--- config.mk ---
export PLATFORM = sky130hd
export DESIGN_NAME = barrel_shift_pipe
export DESIGN_NICKNAME = d
export VERILOG_FILES = /design/src/rtl/barrel_shift_pipe.sv
export SDC_FILE = /design/constraint.sdc
export NUM_CORES = 1
export LEC_CHECK = 0
export ABC_CLOCK_PERIOD_IN_PS = 1600
export BUFFER_PORTS_ARGS = -buffer_cell sky130_fd_sc_hd__clkbuf_2
export CELL_PAD_IN_SITES_DETAIL_PLACEMENT = 1
export CELL_PAD_IN_SITES_GLOBAL_PLACEMENT = 1
export CORE_MARGIN = 2
export CORE_UTILIZATION = 37
export CTS_CLUSTER_DIAMETER = 100
export DETAILED_ROUTE_END_ITERATION = 10
export PLACE_DENSITY = 0.74
export REMOVE_ABC_BUFFERS = 1
export SYNTH_ARGS = -nofsm -noshare
export SYNTH_HDL_FRONTEND = slang
export SYNTH_SLANG_ARGS = --single-unit
--- constraint.sdc ---
create_clock -name clk -period 1.6 [get_ports clk]
set_input_delay 0.16 -clock clk [delete_from_list [all_inputs] [get_ports clk]]
set_output_delay 0.16 -clock clk [all_outputs]
set_load 0.01 [all_outputs]
--- src/rtl/barrel_shift_pipe.sv ---
// Pipelined multi-mode barrel shifter: one register stage per shift level,
// largest shift first, valid/ready handshake with a global stall.

module barrel_shift_stage #(
    parameter int WIDTH = 16,
    parameter int SHIFT = 8
) (
    input  logic [WIDTH-1:0] din,
    input  logic             en,
    input  logic [1:0]       mode,
    input  logic             sign,
    output logic [WIDTH-1:0] dout
);
    localparam int ROT = WIDTH - SHIFT;

    logic [WIDTH-1:0] fill;

    always_comb begin
        fill = sign ? ~({WIDTH{1'b1}} >> SHIFT) : '0;
        dout = din;
        if (en) begin
            case (mode)
                2'b00:   dout = din >> SHIFT;
                2'b01:   dout = (din >> SHIFT) | fill;
                2'b10:   dout = din << SHIFT;
                default: dout = (din >> SHIFT) | (din << ROT);
            endcase
        end
    end
endmodule

module barrel_shift_pipe #(
    parameter int WIDTH   = 16,
    parameter int SHAMT_W = $clog2(WIDTH)
) (
    input  logic               clk,
    input  logic               rst,
    input  logic               in_valid,
    output logic               in_ready,
    input  logic [WIDTH-1:0]   in,
    input  logic [SHAMT_W-1:0] ctrl,
    input  logic [1:0]         mode,
    output logic               out_valid,
    input  logic               out_ready,
    output logic [WIDTH-1:0]   out
);
    localparam int S   = SHAMT_W;
    // Stage k keeps only the ctrl bits still needed downstream, so the
    // remaining-amount fields form a triangle packed into one vector.
    localparam int RCW = S * (S - 1) / 2;

    logic                   adv;
    logic [S-1:0]           vld_d, vld_q, nxt_vld;
    logic [S-1:0][WIDTH-1:0] data_d, data_q, nxt_data;
    logic [RCW-1:0]         rc_d, rc_q, nxt_rc;
    logic [S-2:0][1:0]      mode_d, mode_q, nxt_mode;
    logic [S-2:0]           sign_d, sign_q, nxt_sign;

    assign adv       = !vld_q[S-1] || out_ready;
    assign in_ready  = adv;
    assign out_valid = vld_q[S-1];
    assign out       = data_q[S-1];

    genvar k;
    for (k = 0; k < S; k++) begin : g_stage
        localparam int N_IN = S - k;

        logic [N_IN-1:0]  rc_in;
        logic [1:0]       m_in;
        logic             s_in;
        logic             v_in;
        logic [WIDTH-1:0] d_in;

        if (k == 0) begin : g_src
            assign rc_in = ctrl;
            assign m_in  = mode;
            assign s_in  = in[WIDTH-1];
            assign v_in  = in_valid;
            assign d_in  = in;
        end else begin : g_src
            localparam int OFF_IN = (k - 1) * (S - 1) - (k - 1) * (k - 2) / 2;
            assign rc_in = rc_q[OFF_IN +: N_IN];
            assign m_in  = mode_q[k-1];
            assign s_in  = sign_q[k-1];
            assign v_in  = vld_q[k-1];
            assign d_in  = data_q[k-1];
        end

        barrel_shift_stage #(
            .WIDTH (WIDTH),
            .SHIFT (1 << (S - 1 - k))
        ) u_stage (
            .din  (d_in),
            .en   (rc_in[N_IN-1]),
            .mode (m_in),
            .sign (s_in),
            .dout (nxt_data[k])
        );

        assign nxt_vld[k] = v_in;

        if (k < S - 1) begin : g_meta
            localparam int OFF = k * (S - 1) - k * (k - 1) / 2;
            assign nxt_rc[OFF +: N_IN-1] = rc_in[N_IN-2:0];
            assign nxt_mode[k]           = m_in;
            assign nxt_sign[k]           = s_in;
        end
    end

    always_comb begin
        vld_d  = vld_q;
        data_d = data_q;
        rc_d   = rc_q;
        mode_d = mode_q;
        sign_d = sign_q;
        if (adv) begin
            vld_d  = nxt_vld;
            data_d = nxt_data;
            rc_d   = nxt_rc;
            mode_d = nxt_mode;
            sign_d = nxt_sign;
        end
    end

    always_ff @(posedge clk) begin
        if (rst) begin
            vld_q  <= '0;
            data_q <= '0;
            rc_q   <= '0;
            mode_q <= '0;
            sign_q <= '0;
        end else begin
            vld_q  <= vld_d;
            data_q <= data_d;
            rc_q   <= rc_d;
            mode_q <= mode_d;
            sign_q <= sign_d;
        end
    end
endmodule

# == Word level (Yosys, flattened, before mapping) ==
# Cells that the tools add are included.
# totals
ff_bits,83
latch_bits,0
mem_bits_rw,0
romBits,0
inputBits,26
output_inout_bits,18
elab_cells,44
mem_count,0
# op_classes
add_sub_neg,0
multipliers,0
div,0
magnitude_cmp,0
eq_ne,8
shifts,0
n_mux,12
bitwise_logic,8
reduce_logical,6
# ops
operator,n
$pmux 16 s3,4
$mux 16,8
$or 12x16->16,2
$or 14x16->16,2
$or 15x16->16,2
$or 8x16->16,2
$eq 2x1->1 const B,4
$eq 2x2->1 const B,4
$logic_not 2->1,4
$logic_not 1->1,1
$logic_or 1x1->1,1

# == Longest topological paths before layout ==
# Gate-level depths: netlist (run 1).
# depth
ltp_word,4
ltp_mapped,6
depth_no_buf,4

# == Modules after synthesis ==
# From an unflattened synthesis (run 1), not the netlist that was laid out.
# unflattened
hier_cells,631
hier_area_um2,5519.0
# by_module_without_submodules
mod,n_inst,cells_per_inst,area_each_um2,seq_area_each_um2
barrel_shift_pipe,1,363,3673.5,1661.6
barrel_shift_stage at g_stage[3].u_stage,1,74,548.0,0.0
barrel_shift_stage at g_stage[2].u_stage,1,72,505.5,0.0
barrel_shift_stage at g_stage[1].u_stage,1,67,450.4,0.0
barrel_shift_stage at g_stage[0].u_stage,1,55,341.6,0.0

# == Worst setup path before layout (run 1) ==
# OpenSTA, ideal clock, no wires.
# synth_path
path_kind,register to register
start,"reg mode_q, in the netlist g_stage[3].m_in[0]"
end,"reg data_q, in the netlist out[15]"
setup_ns,0.130
arrival_ns,1.094
required_time_ns,1.470
slack_ns,0.375
stages_incl_launch_ff,4
path_buffers,0
period_less_slack_ns,1.225
cell_sequence,dfxtp_1 > mux2_2 > a221oi_1 > o31ai_1
# synth_via
elab_chain_cells,3
elab_cells_between_ends,5
cone_classes,2 x eq/ne; 2 x mux; 1 x reduce/logical
# synth_rtl
element,line_no,source
start: declaration,56,"logic [S-2:0][1:0] mode_d, mode_q, nxt_mode;"
start signal: assignment,136,mode_q <= mode_d;
"$eq 2x2->1, or another cell as far along",22,case (mode)
$pmux 16 s3 (*),22,
$mux 16 (*),21,if (en) begin
end signal: assignment,134,data_q <= data_d;
end: declaration,54,"logic [S-1:0][WIDTH-1:0] data_d, data_q, nxt_data;"
# Every way passes the cells marked *; elsewhere a longest branch is shown, timed or not.
# A chain may end at the register's enable or synchronous reset.

# == Worst setup path after layout (run 1) ==
# layout_path
start,reg vld_q[3]
end,out in_ready
# layout_via
elab_chain_cells,2
# layout_rtl
element,line_no,source
start: declaration,53,"logic [S-1:0] vld_d, vld_q, nxt_vld;"
start signal: assignment,133,vld_q <= vld_d;
$logic_not 1->1,59,assign adv = !vld_q[S-1] || out_ready;
$logic_or 1x1->1,59,
end: declaration,39,"output logic in_ready,"
# No other way between the ends.

==> summary.md, run 1 <==
| Metric | Value |
|---|---|
| Status | `finished, violations left` |
| Failing checks | `design-rule violations` |
| Mean Syn Cell Area | `8.62 µm²` |
| Final Instance Area | `0.00508 mm²` |
| Row count | `39` |
| Via/cell ratio | `5.69` |
| Sequential power share | `0.458` |
| Clock tree buffer depth | `2` |
| Seq/Total Area, Yosys | `0.377` |
| Worst Skew | `6.79 ps` |
| Die Ht | `113 µm` |
| Cell internal pwr | `3.80 mW` |
| Ys flop type | `dfxtp_1` |
| Unrepaired setup endpoints after global routing | `no` |
| Tmin final | `1530 ps` |
| Yosys reg bits | `83` |
| Hpwl dp | `7870 µm` |
| Non-filler instance count after layout | `684` |
| # nets final | `562` |
| GR Overflow Total | `0` |
| Via count | `3894` |
| # setup viols final | `0` |
| Worst reg2reg startpoint | `vld_q[3]` |
| CP Capture Type | `output pin` |
| Met2 Use GR | `0.302` |
| Initial antenna violation count | `0` |
| Worst Hold Launch | `ctrl[1]` |
| Type of the tightest min-delay check | `input pin to register` |
| Die footprint | `0.0128 mm²` |
| First-pass GRT wire length | `18600 µm` |
| WP data arrival | `1370 ps` |
| Hold Violations, Final | `0` |
| Placed Area | `0.00472 mm²` |
| I/O pin total | `44` |
| # diodes | `0` |
| Top post-synthesis cells by area | `dfxtp_1 38%, a211oi_1 6.6%, nand3b_1 6.1%` |
| Number of flops mapped to enable cells by yosys | `0` |
| Setup CP Type | `register to output pin` |
| Max Fclk | `655 MHz` |
| Placed instance count | `666` |
| Clock Latency Late Sink | `340 ps` |
| Routed WL | `11300 µm` |
| DR iter-0 viols | `174` |
| # clock sinks | `83` |
| Startpoint types | `register` |
| PortBufs | `43` |
| Power, Total | `5.05 mW` |
| Worst-path clk slew | `60 ps` |
| Final cycle utilization of the critical path | `0.954` |
| Clock Power Share | `0.437` |
| Worst slew margin | `0.667` |
| P_sw | `1.25 mW` |
| Leakage | `1.99 nW` |
| Chip width | `113 µm` |
| Crit-path max FO | `16` |
| GR met1 Demand/Resource | `0.222` |
| Final ANT Viol Nets | `0` |
| Leading area contributor after synthesis | `dfxtp_1` |
| Grt peak-use layer | `met2` |
| Synthesis-to-layout area growth | `15.4%` |
| Pin count of the biggest net entering global routing | `63` |
| Met3 global-route usage | `0.0332` |
| Max-slew violations | `0` |
| Max_cap viols | `0` |
| Htree depth | `3` |
| Total CTS buffers | `9` |
| Drt pass-1 iters | `7` |
| Worst-Margin Slew | `499 ps` |
| GPL Wtd Cong | `0.742` |
| GRT Resource Usage Total | `0.176` |
| Gate power share | `0.105` |
| Yosys top cell area share | `0.377` |
| CTS tree | `built` |
| Ys async rst share | `0` |
| Power Density | `993 mW/mm²` |
| CORE AREA | `0.0115 mm²` |
| Req. time, crit path | `1440 ps` |
| Vias in the first global route | `3750` |
| Netlist cell types | `36` |
| Syn Inst Count | `511` |
| Routed len/inst | `16.5 µm` |
| Starting density of the core | `0.383` |
| Sw frac | `0.248` |
| Fraction of layout cells with a size suffix above 1 | `0.201` |
| Root buf cell | `clkbuf_16` |
| Peak supply drop | `0.000371 V` |
| Cell Area, Synth | `0.00441 mm²` |
| Residual DRC | `5` |
| Worst setup path startpoint | `vld_q[3]` |
| Synth warn | `0` |
[routing by layer]
| layer | up-vias | wire length [µm] |
|---|---|---|
| met5 | - | 0 |
| met3 | 14 | 355 |
| li1 | 1944 | - |
| met4 | 0 | 170 |
| met2 | 69 | 5530 |
| met1 | 1867 | 5200 |
[flip-flops by register name (all words and copies together) (netlist names)]
signal / cells
g_stage.d_in: 48
g_stage.m_in: 6
out: 16
rc_q: 6
sign_q: 3
vld_q: 4
[worst max-delay path: stages, from the launching register on]
cell and delay, ps:
dfxtp_1 330, nor2b_4 180, inv_4 90, buf_12 160, buf_12 140, clkbuf_2 120
[cell families after synthesis]
kind of cell | count (synthesis) | share of synthesized area
AND/OR/NAND/NOR | 187 | 0.249
AO/OA/AOI/OAI | 176 | 0.280
flip-flops | 83 | 0.377
buffers and inverters | 58 | 0.0758
multiplexers | 7 | 0.0179
[final cells by class]
| class | count | area, µm² |
|---|---|---|
| Clock inverter | 7 | 92.6 |
| Multi-Input combinational cell | 370 | 2420 |
| Clock buffer | 9 | 225 |
| Tap cell | 143 | 179 |
| Sequential cell | 83 | 1660 |
| Fill cell | 1380 | 6430 |
| Timing Repair Buffer | 65 | 475 |
| Inverter | 7 | 28.8 |
[power by group through the flow]
stage          registers, mW  logic, mW  clock network [mW]
2_1_floorplan           2.34      0.284                   0
3_3_place_gp            2.35      0.509                   0
3_5_place_dp            2.36      0.525                   0
4_1_cts                 2.31      0.529                2.26
5_1_grt                 2.33      0.591                2.33
6_report                2.31      0.530                2.20
[path summary, 6_finish.rpt]
check        cells after the start             endpoint  slack (ps)
min reg2reg                      2              rc_q[1]         460
max                              5             in_ready          70
min                              3              rc_q[1]          40
max reg2reg                      5  g_stage[2].d_in[14]         170
[cells in the final DEF (no fill, tap or decap), types with 2 or more instances in the layout]
| master | instances |
|---|---|
| and3b_1 | 26 |
| clkinv_4 | 2 |
| inv_1 | 5 |
| dfxtp_1 | 83 |
| bufinv_16 | 2 |
| and3b_2 | 8 |
| and2_1 | 7 |
| nand2b_1 | 2 |
| a211oi_2 | 3 |
| nor2_1 | 25 |
| a21oi_1 | 33 |
| mux2_1 | 3 |
| nand2b_4 | 2 |
| a221oi_2 | 3 |
| a311o_1 | 7 |
| clkbuf_2 | 42 |
| a211oi_1 | 39 |
| o21ai_0 | 42 |
| nor3_1 | 7 |
| clkbuf_16 | 10 |
| nand3_1 | 9 |
| mux2_2 | 4 |
| clkinv_2 | 3 |
| nand3b_1 | 36 |
| buf_12 | 6 |
| o31ai_2 | 3 |
| buf_4 | 16 |
| a221oi_1 | 11 |
| nand2_1 | 62 |
| o31ai_1 | 32 |
[stage by stage]
stage	TNS, ps	worst slack [ps]	util	hold WS, ps
after floorplan	-72610	-1010	-	226
after detailed placement	0	226	0.410	399
after global routing	0	20.3	0.441	57.7
after CTS	0	34.4	0.438	35.2
final	0	73.0	0.441	40.6
after global placement	0	286	0.410	395
[synthesized netlist by cell type, types with 2 or more instances]
library cell / number
a211oi_1: 39
a211oi_2: 3
a21oi_1: 33
a221oi_1: 11
a221oi_2: 3
a311o_1: 7
a311oi_2: 2
and2_1: 7
and3b_1: 26
and3b_2: 8
buf_2: 14
buf_4: 10
buf_6: 8
clkbuf_1: 17
dfxtp_1: 83
inv_1: 5
mux2_1: 3
mux2_2: 4
nand2_1: 62
nand2b_1: 2
nand2b_4: 2
nand3_1: 9
nand3b_1: 36
nor2_1: 25
nor3_1: 7
o21ai_0: 42
o31ai_1: 32
o31ai_2: 3
[repair_timing]
item / 4_1_cts / 5_1_grt
buffers inserted: 1 / 0
hold buffers: 0 / 0
gates resized for setup: 0 / 2
setup endpoints to repair: 1 / 1
gates cloned: 0 / 1
endpoints found under the hold margin: 0 / 0
Power figures use the tool's default switching activity.
==> run 2: changes to the inputs <==
ABC_AREA = 1   (was not set)
PLACE_DENSITY = 0.77   (was 0.74)
==> summary.md, run 2 <==
| Metric | Value |
|---|---|
| Crit path max-delay family | `buffers and inverters (unchanged)` |
| Final core occ | `0.418 (was 0.441)` |
| Worst-path clk slew | `70 ps (was 60 ps)` |
| WP data arrival | `1270 ps (was 1370 ps)` |
| Worst Skew | `10.2 ps (was 6.79 ps)` |
| Clock Latency Late Sink | `360 ps (was 340 ps)` |
| Area taken by multi-input logic gates | `0.00192 mm² (was 0.00242 mm²)` |
| Via/cell ratio | `5.17 (was 5.69)` |
| Setup CP Type | `register to output pin (unchanged)` |
| Commonest non-fill, non-tap cell in the layout | `o21ai_0 (was dfxtp_1)` |
| DR iter-0 viols | `175 (was 174)` |
| Final ANT Viol Nets | `0 (unchanged)` |
| GPL Wtd Cong | `0.820 (was 0.742)` |
| Cell with the most instances after synthesis | `o21ai_0 (was dfxtp_1)` |
| PortBufs | `43 (unchanged)` |
| Post-CTS sizing | `0 (unchanged)` |
| Seq/Total Area, Yosys | `0.401 (was 0.377)` |
| Synth warn | `0 (unchanged)` |
| # diodes | `0 (unchanged)` |
| First-pass GRT wire length | `18700 µm (was 18600 µm)` |
| Max Fclk | `697 MHz (was 655 MHz)` |
| Unrepaired setup endpoints after global routing | `no (unchanged)` |
| Worst slew margin | `0.635 (was 0.667)` |
| Vias in the first global route | `3887 (was 3750)` |
| Routed len/inst | `14.1 µm (was 16.5 µm)` |
| Startpoint types | `register (unchanged)` |
| Hpwl dp | `7240 µm (was 7870 µm)` |
| Fill count | `1441 (was 1380)` |
| Die Ht | `110 µm (was 113 µm)` |
| Starting density of the core | `0.380 (was 0.383)` |
| Max_cap viols | `0 (unchanged)` |
| Sequential standard cell area | `0.00166 mm² (unchanged)` |
| Number of flops mapped to enable cells by yosys | `0 (unchanged)` |
| Chip width | `110 µm (was 113 µm)` |
| Residual DRC | `0 (was 5)` |
| Placed instance count | `749 (was 666)` |
| Clock tree buffer depth | `2 (unchanged)` |
| Leakage | `1.82 nW (was 1.99 nW)` |
| Max reg flops | `48 (unchanged)` |
| Power Density | `926 mW/mm² (was 993 mW/mm²)` |
| Htree depth | `3 (unchanged)` |
| Req. time, crit path | `1440 ps (about the same)` |
| Most frequent cells in the layout | `140 x o21ai_0, 98 x a21oi_1, 83 x dfxtp_1 (was 83 x dfxtp_1, 62 x nand2_1, 42 x o21ai_0, 42 x clkbuf_2, 39 x a211oi_1)` |
| Status | `completed (was finished, violations left)` |
| Max-slew violations | `0 (unchanged)` |
| CTS tree | `built (unchanged)` |
| Top post-synthesis cells by area | `dfxtp_1 40%, o21ai_0 17%, a21oi_1 12% (was dfxtp_1 38%, a211oi_1 6.6%, nand3b_1 6.1%)` |
| Type of the tightest min-delay check | `input pin to register (unchanged)` |
| Leading area contributor after synthesis | `dfxtp_1 (unchanged)` |
| # clock sinks | `83 (unchanged)` |
| Yosys reg bits | `83 (unchanged)` |
| GRT Resource Usage Total | `0.193 (was 0.176)` |
| Fraction of layout cells with a size suffix above 1 | `0.131 (was 0.201)` |
| Placed Area | `0.00438 mm² (was 0.00472 mm²)` |
| Initial antenna violation count | `0 (unchanged)` |
| Peak supply drop | `0.000453 V (was 0.000371 V)` |
| Worst-Margin Slew | `546 ps (was 499 ps)` |
| CORE AREA | `0.0109 mm² (was 0.0115 mm²)` |
| Routed WL | `10800 µm (was 11300 µm)` |
| Crit path buffers/inverters | `2 (was 4)` |
| Pin count of the biggest net entering global routing | `85 (was 63)` |
| Root buf cell | `clkbuf_8 (was clkbuf_16)` |
| Crit-path cells | `nand2_4 -> buf_12 -> clkbuf_2 (was nor2b_4 -> inv_4 -> buf_12 -> buf_12 -> clkbuf_2)` |
| Ys async rst share | `0 (unchanged)` |
| CP max stage delay | `340 ps (was 330 ps)` |
| I/O pin total | `44 (unchanged)` |
| GR Overflow Total | `0 (unchanged)` |
| Netlist cell types | `21 (was 36)` |
| Row count | `38 (was 39)` |
| # nets final | `647 (was 562)` |
| CP Capture Type | `output pin (unchanged)` |
| Syn Inst Count | `600 (was 511)` |
| Postcts setup bufs | `0 (was 1)` |
| Via count | `3952 (was 3894)` |
| Cell Area, Synth | `0.00414 mm² (was 0.00441 mm²)` |
| Crit-path max FO | `84 (was 16)` |
| Mean Syn Cell Area | `6.90 µm² (was 8.62 µm²)` |
| Final Instance Area | `0.00455 mm² (was 0.00508 mm²)` |
| Die footprint | `0.0121 mm² (was 0.0128 mm²)` |
| Most frequent cells after synthesis | `140 x o21ai_0, 98 x a21oi_1, 83 x dfxtp_1 (was 83 x dfxtp_1, 62 x nand2_1, 42 x o21ai_0)` |
| Hold Violations, Final | `0 (unchanged)` |
| # setup viols final | `0 (unchanged)` |
| Ys flop type | `dfxtp_1 (unchanged)` |
| Drt pass-1 iters | `4 (was 7)` |
| Yosys top cell area share | `0.401 (was 0.377)` |
| Total CTS buffers | `9 (unchanged)` |
| Synthesis-to-layout area growth | `9.94% (was 15.4%)` |
| Final cycle utilization of the critical path | `0.896 (was 0.954)` |
| Tmin final | `1430 ps (was 1530 ps)` |
| CP max stage cell | `dfxtp_1 (unchanged)` |
| Non-filler instance count after layout | `765 (was 684)` |
-- run 2: cell count changes after synthesis, moves of 12 or more --
| cell | delta |
|---|---|
| a21oi_1 | +65 |
| and3b_1 | -26 |
| a31oi_1 | +15 |
| nand3_1 | +12 |
| nand3b_1 | -36 |
| a211oi_1 | -39 |
| o21ai_1 | +16 |
| o31ai_1 | -32 |
| o21ai_0 | +98 |
| inv_1 | +72 |
-- run 2: metrics by stage --
step,hold slack (ps),setup slack [ps],TNS [ps],power [mW]
2_1_floorplan,229,-755,-29540,2.71
3_3_place_gp,357,392,0,2.92
3_5_place_dp,365,244,0,2.94
4_1_cts,20.1,133,0,4.27
5_1_grt,56.7,77.4,0,4.46
6_report,33.8,166,0,4.22
-- run 2: layout make-up --
class	instances	area share
multi-input cells	391	0.421
well taps	140	0.0385
repair buffers	52	0.0709
inverters	84	0.0698
flip-flops and latches	83	0.365
clock inverters	3	0.00330
clock buffers	12	0.0319
-- run 2: report_power, final --
part | internal, mW | switching, mW
combinational | 0.211 | 0.373
sequential | 2.20 | 0.117
clock | 0.592 | 0.726
-- run 2: final timing paths --
| path | start | to | slack, ps | cells after the start |
|---|---|---|---|---|
| min | ctrl[1] | rc_q[1] | 30 | 3 |
| min reg2reg | vld_q[2] | vld_q[2] | 470 | 2 |
| max reg2reg | g_stage[3].m_in[1] | out[8] | 220 | 4 |
| max | vld_q[3] | in_ready | 170 | 3 |
-- run 2: worst min-delay path: stages --
cell      delay (ps)
clkbuf_2          80
nor2_1            30
nor2_1            80
-- run 2: what timing repair did --
action                     CTS  global route
setup endpoints to repair    0             0
hold endpoints to repair     2             0
hold buffers                 1             0
-- run 2: logic make-up after synthesis --
family                 Yosys count  share of synthesized area
AOI/OAI and AO/OA              276                      0.346
buffers and inverters          126                      0.137
and+or+nand+nor                115                      0.115
DFF                             83                      0.401
-- run 2: metal layers --
layer | vias to the layer above | track usage | share of wire
li1 | 2049 | - | -
met1 | 1830 | 0.253 | 0.49
met2 | 59 | 0.314 | 0.47
met3 | 14 | 0.0391 | 0.032
met4 | 0 | 0.0651 | 0.014
met5 | - | 0 | 0
